## src/rtl/id_ex_pipe_reg.sv

```systemverilog
// rtl/id_ex_pipe_reg.sv - Decode-to-Execute pipeline register with flush/bubble insertion.
// Optional bubble counter output BubbleCntE is enabled by defining ID_EX_BUBBLE_CNT_EN.
module id_ex_pipe_reg #(
    parameter int WIDTH = 32
) (
    input  logic             clk,
    input  logic             rst_n,
    input  logic             FlushE,
    input  logic             ValidD,
    input  logic             RegWriteD,
    input  logic             MemtoRegD,
    input  logic             MemWriteD,
    input  logic             ALUSrcD,
    input  logic             RegDstD,
    input  logic [2:0]       ALUControlD,
    input  logic [WIDTH-1:0] RD1D,
    input  logic [WIDTH-1:0] RD2D,
    input  logic [WIDTH-1:0] SignImmD,
    input  logic [4:0]       RsD,
    input  logic [4:0]       RtD,
    input  logic [4:0]       RdD,
    output logic             RegWriteE,
    output logic             MemtoRegE,
    output logic             MemWriteE,
    output logic             ALUSrcE,
    output logic             RegDstE,
    output logic [2:0]       ALUControlE,
    output logic [WIDTH-1:0] RD1E,
    output logic [WIDTH-1:0] RD2E,
    output logic [WIDTH-1:0] SignImmE,
    output logic [4:0]       RsE,
    output logic [4:0]       RtE,
    output logic [4:0]       RdE,
    output logic             ValidE,
    output logic [4:0]       WriteRegE
`ifdef ID_EX_BUBBLE_CNT_EN
    ,
    output logic [15:0]      BubbleCntE
`endif
);

    // Flush wins over a valid instruction; an empty Decode slot also becomes a bubble.
    logic loadBubble;
    assign loadBubble = FlushE | ~ValidD;

    always_ff @(posedge clk or negedge rst_n) begin
        if (!rst_n) begin
            ValidE      <= 1'b0;
            RegWriteE   <= 1'b0;
            MemtoRegE   <= 1'b0;
            MemWriteE   <= 1'b0;
            ALUSrcE     <= 1'b0;
            RegDstE     <= 1'b0;
            ALUControlE <= 3'd0;
            RD1E        <= '0;
            RD2E        <= '0;
            SignImmE    <= '0;
            RsE         <= 5'd0;
            RtE         <= 5'd0;
            RdE         <= 5'd0;
        end else if (loadBubble) begin
            ValidE      <= 1'b0;
            RegWriteE   <= 1'b0;
            MemtoRegE   <= 1'b0;
            MemWriteE   <= 1'b0;
            ALUSrcE     <= 1'b0;
            RegDstE     <= 1'b0;
            ALUControlE <= 3'd0;
            RD1E        <= '0;
            RD2E        <= '0;
            SignImmE    <= '0;
            RsE         <= 5'd0;
            RtE         <= 5'd0;
            RdE         <= 5'd0;
        end else begin
            ValidE      <= 1'b1;
            RegWriteE   <= RegWriteD;
            MemtoRegE   <= MemtoRegD;
            MemWriteE   <= MemWriteD;
            ALUSrcE     <= ALUSrcD;
            RegDstE     <= RegDstD;
            ALUControlE <= ALUControlD;
            RD1E        <= RD1D;
            RD2E        <= RD2D;
            SignImmE    <= SignImmD;
            RsE         <= RsD;
            RtE         <= RtD;
            RdE         <= RdD;
        end
    end

    // Bubbles and non-writing instructions report r0 so they never create a false hazard.
    assign WriteRegE = (ValidE && RegWriteE) ? (RegDstE ? RdE : RtE) : 5'd0;

`ifdef ID_EX_BUBBLE_CNT_EN
    always_ff @(posedge clk or negedge rst_n) begin
        if (!rst_n) begin
            BubbleCntE <= 16'd0;
        end else if (loadBubble && (BubbleCntE != 16'hFFFF)) begin
            BubbleCntE <= BubbleCntE + 16'd1;
        end
    end
`endif

endmodule
```

## config.mk

```make
export PLATFORM = sky130hd
export DESIGN_NAME = id_ex_pipe_reg
export DESIGN_NICKNAME = d
export VERILOG_FILES = /design/src/rtl/id_ex_pipe_reg.sv
export SDC_FILE = /design/constraint.sdc
export NUM_CORES = 1
export LEC_CHECK = 0
export BUFFER_PORTS_ARGS = -buffer_cell sky130_fd_sc_hd__buf_4
export CAP_MARGIN = 40
export CELL_PAD_IN_SITES_DETAIL_PLACEMENT = 1
export CELL_PAD_IN_SITES_GLOBAL_PLACEMENT = 2
export CORE_ASPECT_RATIO = 1.4
export CORE_MARGIN = 8
export CORE_UTILIZATION = 27
export CTS_CLUSTER_SIZE = 25
export DETAILED_ROUTE_END_ITERATION = 12
export HOLD_SLACK_MARGIN = 0.06
export PLACE_DENSITY = 0.83
export SLEW_MARGIN = 20
export SYNTH_ARGS = -nofsm -noshare
export SYNTH_HDL_FRONTEND = slang
export SYNTH_SLANG_ARGS = --single-unit
```

## constraint.sdc

```tcl
create_clock -name clk -period 1.2 [get_ports clk]
set_clock_uncertainty 0.05 [all_clocks]
set_input_delay 0.18 -clock clk [delete_from_list [all_inputs] [get_ports clk]]
set_output_delay 0.18 -clock clk [all_outputs]
set_load 0.03 [all_outputs]
```

==> results of run 1 <==
-- final cells by class --
class,count,area share
Sequential cell,120,0.370
Clock buffer,18,0.0527
Multi-Input combinational cell,131,0.113
Clock inverter,14,0.0164
Tap cell,189,0.0291
Timing Repair Buffer,378,0.419
-- layout by cell type, fill, tap and decap left out --
cell type,count
buf_6,53
buf_4,198
nand2_2,1
buf_12,6
clkinv_4,1
mux2i_4,3
clkbuf_1,1
nor2b_4,1
and2_1,119
mux2i_2,2
dfrtp_1,114
nor2_4,5
clkinvlp_4,4
dlygate4sd3_1,121
bufinv_16,2
clkbuf_16,17
clkinv_2,7
dfrtp_2,6
-- cell families after synthesis --
logic type,after synthesis
simple gates,126
flops,120
buf+inv,14
mux,5
-- state kept, by name, indices dropped and copies added, names as in the netlist --
register / flops
RD2E: 32
RD1E: 32
ValidE: 1
SignImmE: 32
RegWriteE: 1
RegDstE: 1
MemWriteE: 1
RdE: 5
ALUControlE: 3
RsE: 5
ALUSrcE: 1
MemtoRegE: 1
RtE: 5
-- critical path, stage by stage (launching register included) --
cell and delay, ns:
dfrtp_2 0.44, buf_12 0.16, mux2i_4 0.20, nor2_4 0.11, buf_6 0.14
-- power by group --
group / total (mW) / leakage [nW] / switching (mW) / internal, mW
logic: 1.64 / 2.24 / 0.767 / 0.876
clock network: 4.83 / 0.271 / 1.81 / 3.03
registers: 4.29 / 1.60 / 0.0839 / 4.21
total: 10.8 / 4.11 / 2.66 / 8.11
-- synth_stat cells, drive strengths merged --
cell,count,share of area
and2,119,0.19
buf,3,0.0054
clkbuf,11,0.014
dfrtp,120,0.77
mux2i,5,0.013
nand2,1,0.00096
nor2,5,0.0048
nor2b,1,0.0035
-- timing repair --
item	4_1_cts	5_1_grt
hold buffers	121	0
pin swaps	1	1
endpoints found under the hold margin	239	0
setup buffers	1	3
endpoints found under the setup margin	13	53
gates resized for setup	24	40
-- routing by layer --
metal	part of all wire	routed length [um]
met3	0.063	1130
met2	0.59	10500
met5	0	0
met1	0.33	5980
met4	0.019	333
-- how the worst min path moves through the flow --
| stage | startpoint | end | slack [ns] | cells past startpoint |
|---|---|---|---|---|
| 3_5_place_dp | rst_n | MemWriteE | 0.15 | 2 |
| 6_report | FlushE | RD1E[23] | 0.08 | 3 |
| 4_1_cts | FlushE | ValidE | 0.07 | 3 |
| 3_3_place_gp | rst_n | MemWriteE | 0.15 | 2 |
| 2_1_floorplan | rst_n | ALUControlE[0] | -0.17 | 0 |
| 5_1_grt | FlushE | RD1E[23] | 0.06 | 3 |
==> results.py, run 1 <==
metrics = {
    "outcome": {
        "outcome": "finished with violations",
        "violations": "setup timing",
    },
    "clock_network": {
        "cts_made_buffers": 17,
        "clk_path_buf_depth": 2,
        "clkTransAtPathRegs_ns": 0.06,
        "cts.sinks": 120,
        "htree_levels": 4,
        "cts_tree": "done",
        "root_buffer": "clkbuf_16",
    },
    "layout": {
        "fin_area_mm2": 0.00814,
        "multi_input_area_um2": 916,
        "seqCellArea_mm2": 0.00301,
        "drive_above_1_share": 0.463,
        "fin_util": 0.569,
        "nets": 771,
        "n_antenna_cell": 0,
        "fillers": 1443,
        "syn_to_final_growth_pct": 108,
        "finalNonFillerCells": 850,
    },
    "sta": {
        "slew_viol_final": 0,
        "fin_tns_setup_ns": -2.95,
        "hold_ws_ns": 0.0848,
        "grt_setup_unrepaired": "yes",
        "max_slew.worst_pin.slew_ns": 0.294,
        "period_needed_ns": 1.69,
        "fin_ws_ns": -0.492,
        "fmax_mhz": 591,
        "min_period_over_period": 1.41,
        "slew_headroom": 0.803,
        "final-setup-viol-count": 15,
        "finalHoldViolCount": 0,
    },
    "global_routing": {
        "grt_max_degree": 57,
        "grt_use_met1": 0.179,
        "antenna_found_initial": 0,
        "grt_overflow": 0,
        "grt_pass1_vias": 4193,
        "grt.busiest_layer": "met2",
        "gr-usage-all-layers": 0.188,
        "use_met2": 0.371,
        "grt_first_pass_wirelength_mm": 25.9,
        "grt_use_met3": 0.0610,
    },
    "logic_synthesis": {
        "synth_adder_area_share": 0,
        "ys_seq_area_frac": 0.768,
        "syn_area_per_cell_um2": 14.7,
        "synth_mux_area_frac": 0.0128,
        "synthesis.area_mm2": 0.00391,
        "syn-num-nets": 388,
        "synth.distinct_cells": 10,
        "synth_top_family_by_area": "simple AND/OR/NAND/NOR gates",
        "synth-simple-area-share": 0.200,
        "yosys_warnings": 0,
        "synth_xor_area_frac": 0,
        "synth_compound_area_frac": 0,
        "ys_ff_latch": 120,
        "synthCells": 265,
    },
    "setup_path": {
        "cp-startpoint": "RegDstE",
        "critPathKind": "flop to primary output",
        "end_kind": "primary output",
        "cp-endpoint": "WriteRegE[1]",
        "cp.arrival_ns": 1.46,
        "critPathLaunchType": "flop",
        "cp_max_fo": 4,
        "required_ns": 0.97,
    },
    "floorplan": {
        "num_rows": 52,
        "initial_utilization": 0.273,
        "die_x_um": 118,
        "core_mm2": 0.0143,
        "dieArea_mm2": 0.0186,
        "boundaryPins": 248,
        "fp.dieH_um": 158,
    },
    "pwr": {
        "pwr_density_cell_mw_per_mm2": 1320,
        "ir_drop_mv": 0.752,
        "total_power_mw": 10.8,
        "p_leak_nw": 4.11,
    },
    "detailed_routing": {
        "drt-total-wl_mm": 18.0,
        "via_per_inst": 4.12,
        "drt_first_pass_iters": 7,
        "wl_per_cell_um": 21.2,
        "first_iter_violations": 120,
        "num_vias": 3504,
        "drcViolationCount": 0,
        "ant_nets": 0,
    },
    "flow_run": {
        "drv_cap": 0,
    },
    "place": {
        "gp_congestion": 0.726,
        "port_buffers": 247,
        "place_hpwl_mm": 10.3,
        "dp_cells": 693,
        "dpl_cell_area_mm2": 0.00608,
        "dpl_worst_slack_ns": -0.0171,
    },
    "hold_path": {
        "hold_path_class": "primary input to flop",
    },
}
No activity file was read; power rests on OpenSTA's default activity.
==> run 2: changes to the inputs <==
CELL_PAD_IN_SITES_DETAIL_PLACEMENT = default   (was 1)
CELL_PAD_IN_SITES_GLOBAL_PLACEMENT = default   (was 2)
CORE_UTILIZATION = 30   (was 27)
PLACE_DENSITY = 0.59   (was 0.83)
==> run 2 against run 1 <==
The flow still finishes with violations (setup timing). First-iteration DRC count is 28% lower. Non-clock buffer count is 5 lower. Sequential share of layout area is 0.30 points higher.
==> results.py, run 2 (same netlist as run 1, synthesis figures left out) <==
metrics = {
    "floorplan": {
        "fp.dieH_um": 151,
        "dieArea_mm2": 0.0170,
        "die_x_um": 112,
        "initial_utilization": 0.305,
        "core_mm2": 0.0128,
        "num_rows": 49,
        "boundaryPins": 248,
    },
    "place": {
        "dpl_worst_slack_ns": -0.00903,
        "place_hpwl_mm": 9.38,
        "port_buffers": 247,
        "gp_congestion": 0.722,
    },
    "pwr": {
        "total_power_mw": 11.0,
        "p_leak_nw": 4.09,
        "pwr_density_cell_mw_per_mm2": 1360,
        "ir_drop_mv": 1.06,
    },
    "global_routing": {
        "grt_first_pass_wirelength_mm": 21.2,
        "grt_pass1_vias": 3939,
        "gr-usage-all-layers": 0.165,
        "grt_max_degree": 62,
        "grt_overflow": 0,
        "antenna_found_initial": 0,
    },
    "sta": {
        "period_needed_ns": 1.66,
        "final-setup-viol-count": 7,
        "finalHoldViolCount": 0,
        "max_slew.worst_pin.slew_ns": 0.298,
        "fmax_mhz": 604,
        "fin_tns_setup_ns": -2.36,
        "slew_viol_final": 0,
        "min_period_over_period": 1.38,
        "fin_ws_ns": -0.456,
        "slew_headroom": 0.801,
        "hold_ws_ns": 0.109,
        "grt_setup_unrepaired": "yes",
    },
    "outcome": {
        "outcome": "finished with violations",
        "violations": "setup timing",
    },
    "detailed_routing": {
        "ant_nets": 0,
        "drt_first_pass_iters": 4,
        "wl_per_cell_um": 17.3,
        "via_per_inst": 4.17,
        "num_vias": 3373,
        "first_iter_violations": 87,
        "drcViolationCount": 0,
        "drt-total-wl_mm": 14.0,
    },
    "setup_path": {
        "critPathLaunchType": "flop",
        "required_ns": 0.97,
        "end_kind": "primary output",
        "cp_max_fo": 6,
        "cp-startpoint": "RegDstE",
        "critPathKind": "flop to primary output",
        "cp.arrival_ns": 1.43,
    },
    "layout": {
        "final_cell_mix": "195 x buf_4, 120 x dlygate4sd3_1, 119 x and2_1",
        "reg_top3": "RD1E x32, RD2E x32, SignImmE x32",
        "final_common_cell": "buf_4",
        "drive_above_1_share": 0.457,
        "syn_to_final_growth_pct": 106,
        "nets": 766,
        "n_antenna_cell": 0,
        "fin_util": 0.629,
    },
    "clock_network": {
        "clkTransAtPathRegs_ns": 0.06,
        "cts.sinks": 120,
        "cts_tree": "done",
        "htree_levels": 4,
        "root_buffer": "clkbuf_16",
        "clk_path_buf_depth": 2,
        "cts_made_buffers": 17,
    },
    "hold_path": {
        "holdCritStartpoint": "FlushE",
        "hold_path_class": "primary input to flop",
    },
    "flow_run": {
        "drv_cap": 0,
    },
}
## run 2: cell types whose count changed in the layout (fill, tap and decap cells not counted)
cell / before / now
buf_12: 6 / 5
buf_4: 198 / 195
clkbuf_1: 1 / 0
clkbuf_8: 0 / 3
clkinv_2: 7 / 0
clkinv_4: 1 / 0
clkinvlp_4: 4 / 6
dfrtp_1: 114 / 117
dfrtp_2: 6 / 3
dlygate4sd3_1: 121 / 120
inv_6: 0 / 4
mux2i_2: 2 / 4
mux2i_4: 3 / 1
## run 2: cell type report
type | count | area [um^2]
Fill cell | 963 | 4750
Tap cell | 153 | 191
Clock buffer | 20 | 467
Sequential cell | 120 | 3010
Multi-Input combinational cell | 131 | 898
Clock inverter | 12 | 140
Timing Repair Buffer | 373 | 3360
## run 2: stage by stage
| stage | std cells | instance area, um^2 |
|---|---|---|
| global placement | 656 | 6020 |
| finish | 809 | 8070 |
| global route | 809 | 8070 |
| CTS | 809 | 7920 |
| floorplan | 265 | 3960 |
| detailed placement | 656 | 6020 |
## run 2: path summary, 6_finish.rpt
kind	end	slack, ns	depth (start not counted)
max	WriteRegE[2]	-0.46	3
max in group asynchronous	RD1E[6]	0.48	3
min in group asynchronous	ALUControlE[0]	0.13	2
min	ValidE	0.11	3
## run 2: critical path, cell delays in order, from the launching register on
cell and delay (ns):
dfrtp_2 0.50, mux2i_2 0.33, nor2_4 0.05, buf_6 0.14
## run 2: what timing repair did
action,4_1_cts,5_1_grt
pin swaps,1,0
hold endpoints to repair,239,0
setup buffers,1,0
endpoints found under the setup margin,11,52
hold buffers,120,0
gates cloned,0,0
gates resized for setup,22,37
## run 2: power breakdown
group | internal (mW) | switching [mW]
registers | 4.20 | 0.0694
clock network | 3.25 | 1.87
logic | 0.859 | 0.719
## run 2: layer usage
metal,GRT usage,part of all wire
met2,0.297,0.56
met1,0.158,0.33
met5,0,0
met3,0.0690,0.077
met4,0.0840,0.035
==> run 3: changes to the inputs <==
RECOVER_POWER = 100   (was default)
==> run 3 against run 2 <==
The run still ends with setup timing left. Clock power is essentially flat. Fmax is essentially flat. Core utilization shrank 0.47 points. Via count is 0.30% lower. Flip-flop and latch count stayed put. Combinational power fell by 3%. Die area stayed put. Routed wire length shrank 0.25%. Non-clock buffer count did not move. Largest power group unchanged. Count of clock-buffer cells in the layout stayed put. Highest routed layer unchanged. Final cell count is the same.
==> results.py, run 3 (same netlist as run 1, synthesis figures left out) <==
metrics = {
    "pwr": {
        "netSwitchingFraction": 0.243,
        "p_leak_nw": 4.05,
        "p_int_mw": 8.28,
        "seqPwrFrac": 0.391,
        "pwr-share-clk": 0.468,
        "pwr_density_cell_mw_per_mm2": 1370,
        "netSwitchingPower_mw": 2.65,
        "combPwrFrac": 0.141,
        "ir_drop_mv": 1.06,
    },
    "floorplan": {
        "dieArea_mm2": 0.0170,
        "fp.dieH_um": 151,
        "initial_utilization": 0.305,
        "die_x_um": 112,
        "core_mm2": 0.0128,
        "boundaryPins": 248,
        "num_rows": 49,
    },
    "setup_path": {
        "cp_max_fo": 6,
        "end_kind": "primary output",
        "cp.arrival_ns": 1.43,
        "required_ns": 0.97,
        "cp-startpoint": "RegDstE",
        "critPathKind": "flop to primary output",
        "critPathLaunchType": "flop",
    },
    "sta": {
        "fin_tns_setup_ns": -2.37,
        "max_slew.worst_pin.slew_ns": 0.828,
        "period_needed_ns": 1.66,
        "slew_headroom": 0.448,
        "hold_ws_ns": 0.153,
        "slew_viol_final": 0,
        "fin_ws_ns": -0.457,
        "grt_setup_unrepaired": "yes",
        "fmax_mhz": 604,
        "min_period_over_period": 1.38,
        "finalHoldViolCount": 0,
        "final-setup-viol-count": 7,
    },
    "clock_network": {
        "clk_path_buf_depth": 2,
        "root_buffer": "clkbuf_16",
        "cts_tree": "done",
        "cts_made_buffers": 17,
        "clkTransAtPathRegs_ns": 0.06,
        "htree_levels": 4,
        "cts.sinks": 120,
    },
    "global_routing": {
        "grt_max_degree": 62,
        "grt_first_pass_wirelength_mm": 21.2,
        "grt_overflow": 0,
        "gr-usage-all-layers": 0.165,
        "grt_use_met1": 0.158,
        "grt_pass1_vias": 3939,
        "grt_use_met3": 0.0690,
        "grt.busiest_layer": "met2",
        "use_met2": 0.297,
        "antenna_found_initial": 0,
    },
    "layout": {
        "reg_top3": "RD1E x32, RD2E x32, SignImmE x32",
        "drive_above_1_share": 0.456,
        "n_antenna_cell": 0,
        "fin_util": 0.625,
        "nets": 766,
        "multi_input_area_um2": 893,
        "final_common_cell": "buf_4",
        "seqCellArea_mm2": 0.00301,
        "final_cell_mix": "147 x buf_4, 120 x dlygate4sd3_1, 117 x dfrtp_1",
        "syn_to_final_growth_pct": 105,
        "fillers": 971,
    },
    "outcome": {
        "outcome": "finished with violations",
        "violations": "setup timing",
    },
    "place": {
        "port_buffers": 247,
        "place_hpwl_mm": 9.38,
        "gp_congestion": 0.722,
    },
    "detailed_routing": {
        "ant_nets": 0,
        "num_vias": 3363,
        "first_iter_violations": 68,
        "wl_per_cell_um": 17.3,
        "via_per_inst": 4.16,
        "drt-total-wl_mm": 14.0,
        "drcViolationCount": 0,
        "drt_first_pass_iters": 4,
    },
    "hold_path": {
        "hold_path_class": "primary input to asynchronous set/reset pin",
    },
    "flow_run": {
        "drv_cap": 0,
    },
}
run 3: cell types whose count changed in the layout (fill, tap and decap cells not counted), moves of 4 or more:
cell / previous run / this run
and2_0: 0 / 13
and2_1: 119 / 106
buf_12: 5 / 1
buf_4: 195 / 147
clkbuf_4: 0 / 48
run 3: final cells by class:
type / instances / area share
Sequential cell: 120 / 0.376
Multi-Input combinational cell: 131 / 0.112
Timing Repair Buffer: 373 / 0.413
Tap cell: 153 / 0.0239
Clock buffer: 20 / 0.0583
Clock inverter: 12 / 0.0175
run 3: repair_timing:
action                                  4_1_cts  5_1_grt
resized for setup                            22       37
endpoints found under the setup margin       11       52
setup buffers                                 1        0
hold buffers                                120        0
cloned                                        0        0
pin swaps                                     1        0
hold endpoints to repair                    239        0
run 3: metal layers:
metal  up-vias  share of wire  wire [um]
met5         -              0          0
met4         0          0.036        500
met3        33          0.078       1080
met2       158           0.56       7750
met1      1614           0.33       4620
li1       1558              -          -
run 3: metrics by stage:
| stage | area, um^2 | cells | power [mW] | setup slack, ns |
|---|---|---|---|---|
| 6_report | 8010 | 809 | 10.9 | -0.457 |
| 5_1_grt | 8010 | 809 | 11.4 | -0.510 |
| 3_3_place_gp | 6020 | 656 | 5.52 | 0.0133 |
| 4_1_cts | 7920 | 809 | 11.1 | -0.416 |
| 3_5_place_dp | 6020 | 656 | 5.53 | -0.00903 |
| 2_1_floorplan | 3960 | 265 | 4.81 | -0.0156 |
run 3: worst max path at each step:
stage | slack (ns) | end | cells after the start
6_report | -0.46 | WriteRegE[2] | 3
5_1_grt | -0.51 | WriteRegE[2] | 3
4_1_cts | -0.42 | WriteRegE[0] | 3
3_5_place_dp | -0.009 | WriteRegE[0] | 3
3_3_place_gp | 0.01 | WriteRegE[0] | 3
2_1_floorplan | -0.02 | WriteRegE[0] | 3
run 3: power groups by stage:
| stage | registers (mW) | logic [mW] | clock network, mW |
|---|---|---|---|
| finish | 4.27 | 1.54 | 5.12 |
| global route | 4.29 | 1.64 | 5.46 |
| CTS | 4.26 | 1.55 | 5.24 |
| detailed placement | 4.33 | 1.21 | 0 |
| global placement | 4.32 | 1.19 | 0 |
| floorplan | 4.65 | 0.168 | 0 |
run 3: critical path, cell delays in order (launching register included):
cell     delay [ns]
dfrtp_2        0.50
mux2i_2        0.33
nor2_4         0.05
buf_6          0.14
